## src/rtl/mem_port_arbiter_pkg.sv

```systemverilog
// Shared types for the unified instruction/data memory port arbiter.
package mem_port_arbiter_pkg;

  // Arbiter FSM encoding.
  typedef enum logic [1:0] {
    ST_IDLE  = 2'd0,
    ST_FETCH = 2'd1,
    ST_DATA  = 2'd2
  } state_t;

  // Identity of the requester that wins an arbitration round.
  typedef enum logic {
    GNT_IF = 1'b0,
    GNT_D  = 1'b1
  } gnt_t;

endpackage

```

## src/rtl/mem_port_arbiter_if.sv

```systemverilog
// Bus bundle between the IF/MEM requesters, the arbiter and the memory port.
// The slave view is the arbiter itself (it serves both requesters and drives
// the memory side); the master view is everything around it.
interface mem_port_arbiter_if #(
  parameter int ADDR_W = 32,
  parameter int DATA_W = 32
);
  // Fetch requester.
  logic              if_req;
  logic [ADDR_W-1:0] if_addr;
  logic [DATA_W-1:0] if_rdata;
  logic              if_ready;
  // Load/store requester.
  logic              d_req;
  logic              d_we;
  logic [ADDR_W-1:0] d_addr;
  logic [DATA_W-1:0] d_wdata;
  logic [DATA_W-1:0] d_rdata;
  logic              d_ready;
  // Shared memory port.
  logic              mem_req;
  logic              mem_we;
  logic [ADDR_W-1:0] mem_addr;
  logic [DATA_W-1:0] mem_wdata;
  logic [DATA_W-1:0] mem_rdata;
  logic              mem_ack;
  // Hazard-unit stall hints.
  logic              if_stall;
  logic              d_stall;

  modport slave (
    input  if_req, if_addr, d_req, d_we, d_addr, d_wdata, mem_rdata, mem_ack,
    output if_rdata, if_ready, d_rdata, d_ready,
    output mem_req, mem_we, mem_addr, mem_wdata, if_stall, d_stall
  );

  modport master (
    output if_req, if_addr, d_req, d_we, d_addr, d_wdata, mem_rdata, mem_ack,
    input  if_rdata, if_ready, d_rdata, d_ready,
    input  mem_req, mem_we, mem_addr, mem_wdata, if_stall, d_stall
  );
endinterface

```

## src/rtl/mem_port_arbiter.sv

```systemverilog
// Arbitrates one shared memory port between instruction fetch and data
// accesses. Data has priority; a fetch that has watched MAX_WAIT data grants
// go by is forced through on the next round. One transaction in flight.
module mem_port_arbiter #(
  parameter int ADDR_W   = 32,
  parameter int DATA_W   = 32,
  parameter int MAX_WAIT = 4
) (
  input logic              clk,
  input logic              reset,
  mem_port_arbiter_if.slave bus
);
  import mem_port_arbiter_pkg::*;

  localparam int CNT_W = $clog2(MAX_WAIT + 1);
  localparam logic [CNT_W-1:0] CNT_MAX = CNT_W'(MAX_WAIT);

  state_t            state, next_state;
  gnt_t              winner;
  logic              grant_if, grant_d, done_if, done_d;
  logic [CNT_W-1:0]  starve_cnt;

  logic              mem_req_q, mem_we_q;
  logic [ADDR_W-1:0] mem_addr_q;
  logic [DATA_W-1:0] mem_wdata_q;
  logic              if_ready_q, d_ready_q;
  logic [DATA_W-1:0] if_rdata_q, d_rdata_q;

  // Priority pick: data wins unless fetch is alone or has been starved.
  always_comb begin
    // NOTE: assigning a default before any condition keeps every path
    // driven, so no latch is inferred.
    winner = GNT_D;
    if (bus.if_req && (!bus.d_req || starve_cnt == CNT_MAX)) begin
      winner = GNT_IF;
    end
  end

  // State register.
  always_ff @(posedge clk or negedge reset) begin
    // NOTE: non-blocking assignments let every flop sample the pre-edge
    // values, independent of the order in which blocks are evaluated.
    if (!reset) state <= ST_IDLE;
    else        state <= next_state;
  end

  // Next-state: grant from IDLE, return to IDLE when memory acknowledges.
  always_comb begin
    next_state = state;
    case (state)
      ST_IDLE: begin
        if (bus.if_req || bus.d_req) begin
          next_state = (winner == GNT_IF) ? ST_FETCH : ST_DATA;
        end
      end
      ST_FETCH, ST_DATA: begin
        if (bus.mem_ack) next_state = ST_IDLE;
      end
      default: next_state = ST_IDLE;
    endcase
  end

  // Output decode: grant strobes in IDLE, completion strobes on mem_ack.
  always_comb begin
    grant_if = 1'b0;
    grant_d  = 1'b0;
    done_if  = 1'b0;
    done_d   = 1'b0;
    case (state)
      ST_IDLE: begin
        grant_if = (winner == GNT_IF);
        grant_d  = bus.d_req && (winner == GNT_D);
      end
      ST_FETCH: done_if = bus.mem_ack;
      ST_DATA:  done_d  = bus.mem_ack;
      default: ;
    endcase
  end

  // Memory-side request registers: loaded on a grant, held until mem_ack.
  always_ff @(posedge clk or negedge reset) begin
    if (!reset) begin
      mem_req_q   <= 1'b0;
      mem_we_q    <= 1'b0;
      mem_addr_q  <= '0;
      mem_wdata_q <= '0;
    end else if (grant_if) begin
      mem_req_q   <= 1'b1;
      mem_we_q    <= 1'b0;
      mem_addr_q  <= bus.if_addr;
      mem_wdata_q <= '0;
    end else if (grant_d) begin
      mem_req_q   <= 1'b1;
      mem_we_q    <= bus.d_we;
      mem_addr_q  <= bus.d_addr;
      mem_wdata_q <= bus.d_wdata;
    end else if (done_if || done_d) begin
      mem_req_q   <= 1'b0;
    end
  end

  // Response registers: one-cycle ready pulse, read data captured on ack.
  // Stores leave d_rdata untouched.
  always_ff @(posedge clk or negedge reset) begin
    if (!reset) begin
      if_ready_q <= 1'b0;
      d_ready_q  <= 1'b0;
      if_rdata_q <= '0;
      d_rdata_q  <= '0;
    end else begin
      if_ready_q <= done_if;
      d_ready_q  <= done_d;
      if (done_if)              if_rdata_q <= bus.mem_rdata;
      if (done_d && !mem_we_q)  d_rdata_q  <= bus.mem_rdata;
    end
  end

  // Starvation counter: data grants seen by a waiting fetch, saturating.
  always_ff @(posedge clk or negedge reset) begin
    if (!reset) begin
      starve_cnt <= '0;
    end else if (grant_if) begin
      starve_cnt <= '0;
    end else if (grant_d && bus.if_req && starve_cnt != CNT_MAX) begin
      starve_cnt <= starve_cnt + 1'b1;
    end
  end

  assign bus.mem_req   = mem_req_q;
  assign bus.mem_we    = mem_we_q;
  assign bus.mem_addr  = mem_addr_q;
  assign bus.mem_wdata = mem_wdata_q;
  assign bus.if_ready  = if_ready_q;
  assign bus.d_ready   = d_ready_q;
  assign bus.if_rdata  = if_rdata_q;
  assign bus.d_rdata   = d_rdata_q;
  assign bus.if_stall  = bus.if_req & ~if_ready_q;
  assign bus.d_stall   = bus.d_req  & ~d_ready_q;

endmodule

```

## src/flat_wrapper.sv

```systemverilog
// flat-port wrapper written by rule: the top's interface ports become plain ports
module mem_port_arbiter_flat import mem_port_arbiter_pkg::*;
#(
  parameter int ADDR_W   = 32,
  parameter int DATA_W   = 32,
  parameter int MAX_WAIT = 4
)
  (clk, reset, bus_if_req, bus_if_addr, bus_d_req, bus_d_we, bus_d_addr, bus_d_wdata, bus_mem_rdata, bus_mem_ack, bus_if_rdata, bus_if_ready, bus_d_rdata, bus_d_ready, bus_mem_req, bus_mem_we, bus_mem_addr, bus_mem_wdata, bus_if_stall, bus_d_stall);
  mem_port_arbiter_if #(.ADDR_W(ADDR_W), .DATA_W(DATA_W)) bus_i ();
  input logic clk;
  input logic reset;
  input wire logic [$bits(bus_i.if_req)-1:0] bus_if_req;
  input wire logic [$bits(bus_i.if_addr)-1:0] bus_if_addr;
  input wire logic [$bits(bus_i.d_req)-1:0] bus_d_req;
  input wire logic [$bits(bus_i.d_we)-1:0] bus_d_we;
  input wire logic [$bits(bus_i.d_addr)-1:0] bus_d_addr;
  input wire logic [$bits(bus_i.d_wdata)-1:0] bus_d_wdata;
  input wire logic [$bits(bus_i.mem_rdata)-1:0] bus_mem_rdata;
  input wire logic [$bits(bus_i.mem_ack)-1:0] bus_mem_ack;
  output wire logic [$bits(bus_i.if_rdata)-1:0] bus_if_rdata;
  output wire logic [$bits(bus_i.if_ready)-1:0] bus_if_ready;
  output wire logic [$bits(bus_i.d_rdata)-1:0] bus_d_rdata;
  output wire logic [$bits(bus_i.d_ready)-1:0] bus_d_ready;
  output wire logic [$bits(bus_i.mem_req)-1:0] bus_mem_req;
  output wire logic [$bits(bus_i.mem_we)-1:0] bus_mem_we;
  output wire logic [$bits(bus_i.mem_addr)-1:0] bus_mem_addr;
  output wire logic [$bits(bus_i.mem_wdata)-1:0] bus_mem_wdata;
  output wire logic [$bits(bus_i.if_stall)-1:0] bus_if_stall;
  output wire logic [$bits(bus_i.d_stall)-1:0] bus_d_stall;
  assign bus_i.if_req = bus_if_req;
  assign bus_i.if_addr = bus_if_addr;
  assign bus_i.d_req = bus_d_req;
  assign bus_i.d_we = bus_d_we;
  assign bus_i.d_addr = bus_d_addr;
  assign bus_i.d_wdata = bus_d_wdata;
  assign bus_i.mem_rdata = bus_mem_rdata;
  assign bus_i.mem_ack = bus_mem_ack;
  assign bus_if_rdata = bus_i.if_rdata;
  assign bus_if_ready = bus_i.if_ready;
  assign bus_d_rdata = bus_i.d_rdata;
  assign bus_d_ready = bus_i.d_ready;
  assign bus_mem_req = bus_i.mem_req;
  assign bus_mem_we = bus_i.mem_we;
  assign bus_mem_addr = bus_i.mem_addr;
  assign bus_mem_wdata = bus_i.mem_wdata;
  assign bus_if_stall = bus_i.if_stall;
  assign bus_d_stall = bus_i.d_stall;
  mem_port_arbiter #(.ADDR_W(ADDR_W), .DATA_W(DATA_W), .MAX_WAIT(MAX_WAIT)) u_core (.clk(clk), .reset(reset), .bus(bus_i));
endmodule
```

## config.mk

```make
export PLATFORM = sky130hd
export DESIGN_NAME = mem_port_arbiter_flat
export DESIGN_NICKNAME = d
export VERILOG_FILES = /design/src/rtl/mem_port_arbiter_pkg.sv /design/src/rtl/mem_port_arbiter_if.sv /design/src/rtl/mem_port_arbiter.sv /design/src/flat_wrapper.sv
export SDC_FILE = /design/constraint.sdc
export NUM_CORES = 1
export LEC_CHECK = 0
export ABC_AREA = 1
export CAP_MARGIN = 20
export CORE_MARGIN = 3
export CORE_UTILIZATION = 30
export DETAILED_ROUTE_END_ITERATION = 7
export HOLD_SLACK_MARGIN = 0.06
export PLACE_DENSITY_LB_ADDON = 0.25
export SLEW_MARGIN = 20
export SYNTH_ARGS = -nofsm -noshare
export SYNTH_HDL_FRONTEND = slang
export SYNTH_SLANG_ARGS = --single-unit
```

## constraint.sdc

```tcl
create_clock -name clk -period 2 [get_ports clk]
set_clock_uncertainty 0.05 [all_clocks]
set_input_delay 0.4 -clock clk [delete_from_list [all_inputs] [get_ports clk]]
set_output_delay 0.4 -clock clk [all_outputs]
set_load 0.01 [all_outputs]
```

==> metrics.txt <==
Clock Latency Late Sink=~0.4 ns; total power after layout=14.3 mW; PD cells=between 1000 and 1500 mW/mm^2; CTS tree=built; final-report setup violation count=0; worst setup path class=in -> out; leftover overflow at the end of global routing=0; sequential cell area in the final layout=between 0.003 and 0.004 mm^2; first-pass GRT wire length=between 20000 and 30000 um; peak supply drop=between 0.0006 and 0.0007 V; number of warning messages in the yosys log=0; number of distinct standard cells referenced by the synthesized netlist=16; Final Routed Wirelength=17500 um; reported leakage power=4.80 nW; area of the multi-input gates=around 0.0019 mm^2; Post-Route Hold Slack=0.410 ns; Clock Pin Slew Worst Setup and Hold Paths=0.06 ns; CTS sink cnt=~140; Ant. Diodes=0; number of placed instances, taps included=~1200; maximum capacitance violations=0; buffer depth of the longest clock path=2; 1st-pass router iterations=5; count of final hold-check violations=0; run status=finished, final reports clean; unrepaired setup endpoints after global routing=no; cell with the largest stage delay on the worst path=sky130_fd_sc_hd__clkdlybuf4s50_1; final worst path period need=between 1.5 and 2 ns; pin count of the biggest net entering global routing=67; flip-flop and latch count after synthesis=about 140; top cells by area in the synthesized netlist=sky130_fd_sc_hd__dfrtp_1 (58%), sky130_fd_sc_hd__nand2_1 (15%), sky130_fd_sc_hd__nand3_1 (8.5%); Die X=~150 um; height of the die=between 100 and 150 um; cell depth of the worst flop-to-flop path=7; die area=0.0214 mm^2; filler cell count=~1800; number of vias per cell after detailed routing=between 4 and 5; Worst Slack Setup Final=roughly 0.14 ns; commonest non-fill, non-tap cell in the layout=sky130_fd_sc_hd__clkdlybuf4s50_1; Hold Path Class=in -> async; Register-to-Register Setup Slack=approximately 0.40 ns; GPL Wtd Cong=between 0.7 and 0.8; Synth Net Count=roughly 850; Setup crit start kind=input pin; actual slew at the worst max-slew pin=0.361 ns; residual DRC count=0; Max H-tree Level=4; clock tree root buffer cell=sky130_fd_sc_hd__clkbuf_16; Final ANT Viol Nets=0; number of standard cells in the layout, taps in and fillers out=1249; area share of the largest cell type after synthesis=roughly three fifths; Mapped Avg Cell Area=roughly 8.3 um^2; Area Growth Syn to Fin=62.1%; Max Transition Viols Final=0; count of routing violations after the opening detailed-route iteration=232; overall routing resource usage=~16%; number of antenna violations at the first check in global routing=0; Critical Path RT=1.55 ns; critical path arrival=~1.4 ns; worst rel slew slack=between 70% and 80%; top achievable clock speed=0.539 GHz; detailed-route wire length per cell=between 10 and 15 um; Cells after Synth=approximately 700; HPWL after detailed placement=between 10000 and 15000 um; kind of cell adding the most delay to the critical path=buffers and inverters; number of ports placed on the die boundary=around 270; netlist area before placement=approximately 0.0059 mm^2; Final Net Count=about 1100; effective utilization at floorplan=between 30% and 40%; share of final-layout standard cells stronger than drive strength 1=about 6.3%; FP Rows=50; clock buffer count from CTS=17; largest incremental delay on the critical path=0.51 ns; port bufs=around 270; leading cell types in the layout, fill and taps excluded=sky130_fd_sc_hd__clkdlybuf4s50_1 (264), sky130_fd_sc_hd__nand2_1 (238), sky130_fd_sc_hd__dfrtp_1 (137); final worst path period share=slightly above 90%; setup slack after placement=-0.138 ns; depth of the critical timing path with buffers and inverters included=4; sequential area share after synthesis=approximately three fifths; top fanout value on the critical path=2; post-synthesis cell type with the largest combined area=sky130_fd_sc_hd__dfrtp_1; core region area=between 0.015 and 0.02 mm^2; number of buffers and inverters on the critical path=3; vias in the first global route=5201; via count=around 5400; CP endpoint kind=output pin; start of the worst register-to-register path=u_core.state[1]$_DFFE_PN0P_; ordered cell list for the critical path=clkdlybuf4s50_1 > inv_1 > nor2_1 > dlygate4sd2_1; worst r2r dst=u_core.bus.mem_we$_DFFE_PN0P_
-- where the power goes --
part / leakage (nW) / switching, mW / internal, mW
clock: 0.298 / 1.23 / 2.00
sequential: 1.71 / 0.672 / 4.05
combinational: 2.79 / 3.09 / 3.25
total: 4.80 / 4.99 / 9.30
-- flip-flops by register name, summed over array words and instances (netlist names) --
name and cells:
u_core.bus.d_rdata 32, u_core.bus.if_rdata 32, u_core.bus.mem_addr 32, u_core.bus.mem_wdata 32
u_core.starve_cnt 3, u_core.state 2, u_core.bus.d_ready 1, u_core.bus.if_ready 1
u_core.bus.mem_req 1, u_core.bus.mem_we 1
-- through the flow --
stage	utilization [%]	setup TNS [ns]	instance area, um^2
after floorplan	-	0	5900
after global placement	47.1	-0.276	8950
after detailed placement	47.1	-0.232	8950
after CTS	50.3	0	9570
after global routing	50.3	0	9570
final	50.3	0	9570
-- how the worst max path moves through the flow --
stage	start	slack (ns)	end
after global routing	bus_if_req	0.11	bus_if_stall
after global placement	bus_if_req	-0.17	bus_if_stall
after floorplan	u_core.state[0]$_DFFE_PN0P_	0.57	u_core.bus.mem_wdata[10]$_DFFE_PN0P_
after CTS	bus_if_req	0.13	bus_if_stall
after detailed placement	bus_if_req	-0.14	bus_if_stall
final	bus_if_req	0.14	bus_if_stall
-- synthesized netlist by cell type --
cell type,instances
sky130_fd_sc_hd__o21ai_0,67
sky130_fd_sc_hd__buf_4,8
sky130_fd_sc_hd__ha_1,5
sky130_fd_sc_hd__inv_2,3
sky130_fd_sc_hd__xor2_1,1
sky130_fd_sc_hd__nand2_1,239
sky130_fd_sc_hd__buf_2,21
sky130_fd_sc_hd__nor2_2,1
sky130_fd_sc_hd__nor2_4,1
sky130_fd_sc_hd__clkbuf_1,10
sky130_fd_sc_hd__inv_1,107
sky130_fd_sc_hd__dfrtp_1,137
sky130_fd_sc_hd__a21oi_1,1
sky130_fd_sc_hd__nand2_2,3
sky130_fd_sc_hd__nor2_1,4
sky130_fd_sc_hd__nand3_1,100
-- kinds of logic after synthesis --
family,share of synthesized area (%)
buffers and inverters,10.4
AOI/OAI and AO/OA,5.76
xor gates and xnor gates,0.148
and+or+nand+nor,24.5
DFF,58.1
adders and majority gates,1.06
-- worst register-to-register path, cell delays in order (launching register included) --
cell,delay [ns]
sky130_fd_sc_hd__dfrtp_1,0.40
sky130_fd_sc_hd__inv_1,0.09
sky130_fd_sc_hd__ha_1,0.23
sky130_fd_sc_hd__inv_2,0.06
sky130_fd_sc_hd__nor2_4,0.14
sky130_fd_sc_hd__buf_12,0.30
sky130_fd_sc_hd__nand3_1,0.13
sky130_fd_sc_hd__o21ai_0,0.10
-- layer usage --
layer / vias up / track usage, % / wire length (um) / share of wire, %
met5: - / 0 / 0 / 0
met1: 2490 / 21.5 / 7670 / 44
met4: 0 / 4.52 / 192 / 1.1
met2: 170 / 26.8 / 8490 / 49
met3: 15 / 4.78 / 1110 / 6.3
li1: 2712 / - / - / -
-- final cells by class --
cell class,count,share of cell area [%]
clock buffer,18,4.59
clock inverter,14,1.79
inverter,110,4.31
multi-input combinational,422,19.5
sequential,137,35.8
tap,260,3.40
timing repair buffer,288,30.6
-- repair_timing --
item,4_1_cts,5_1_grt
setup buffers,0,0
hold endpoints to repair,31,0
endpoints found under the setup margin,2,0
hold buffers,1,0
gates resized for setup,2,0
Power figures use the tool's default switching activity.
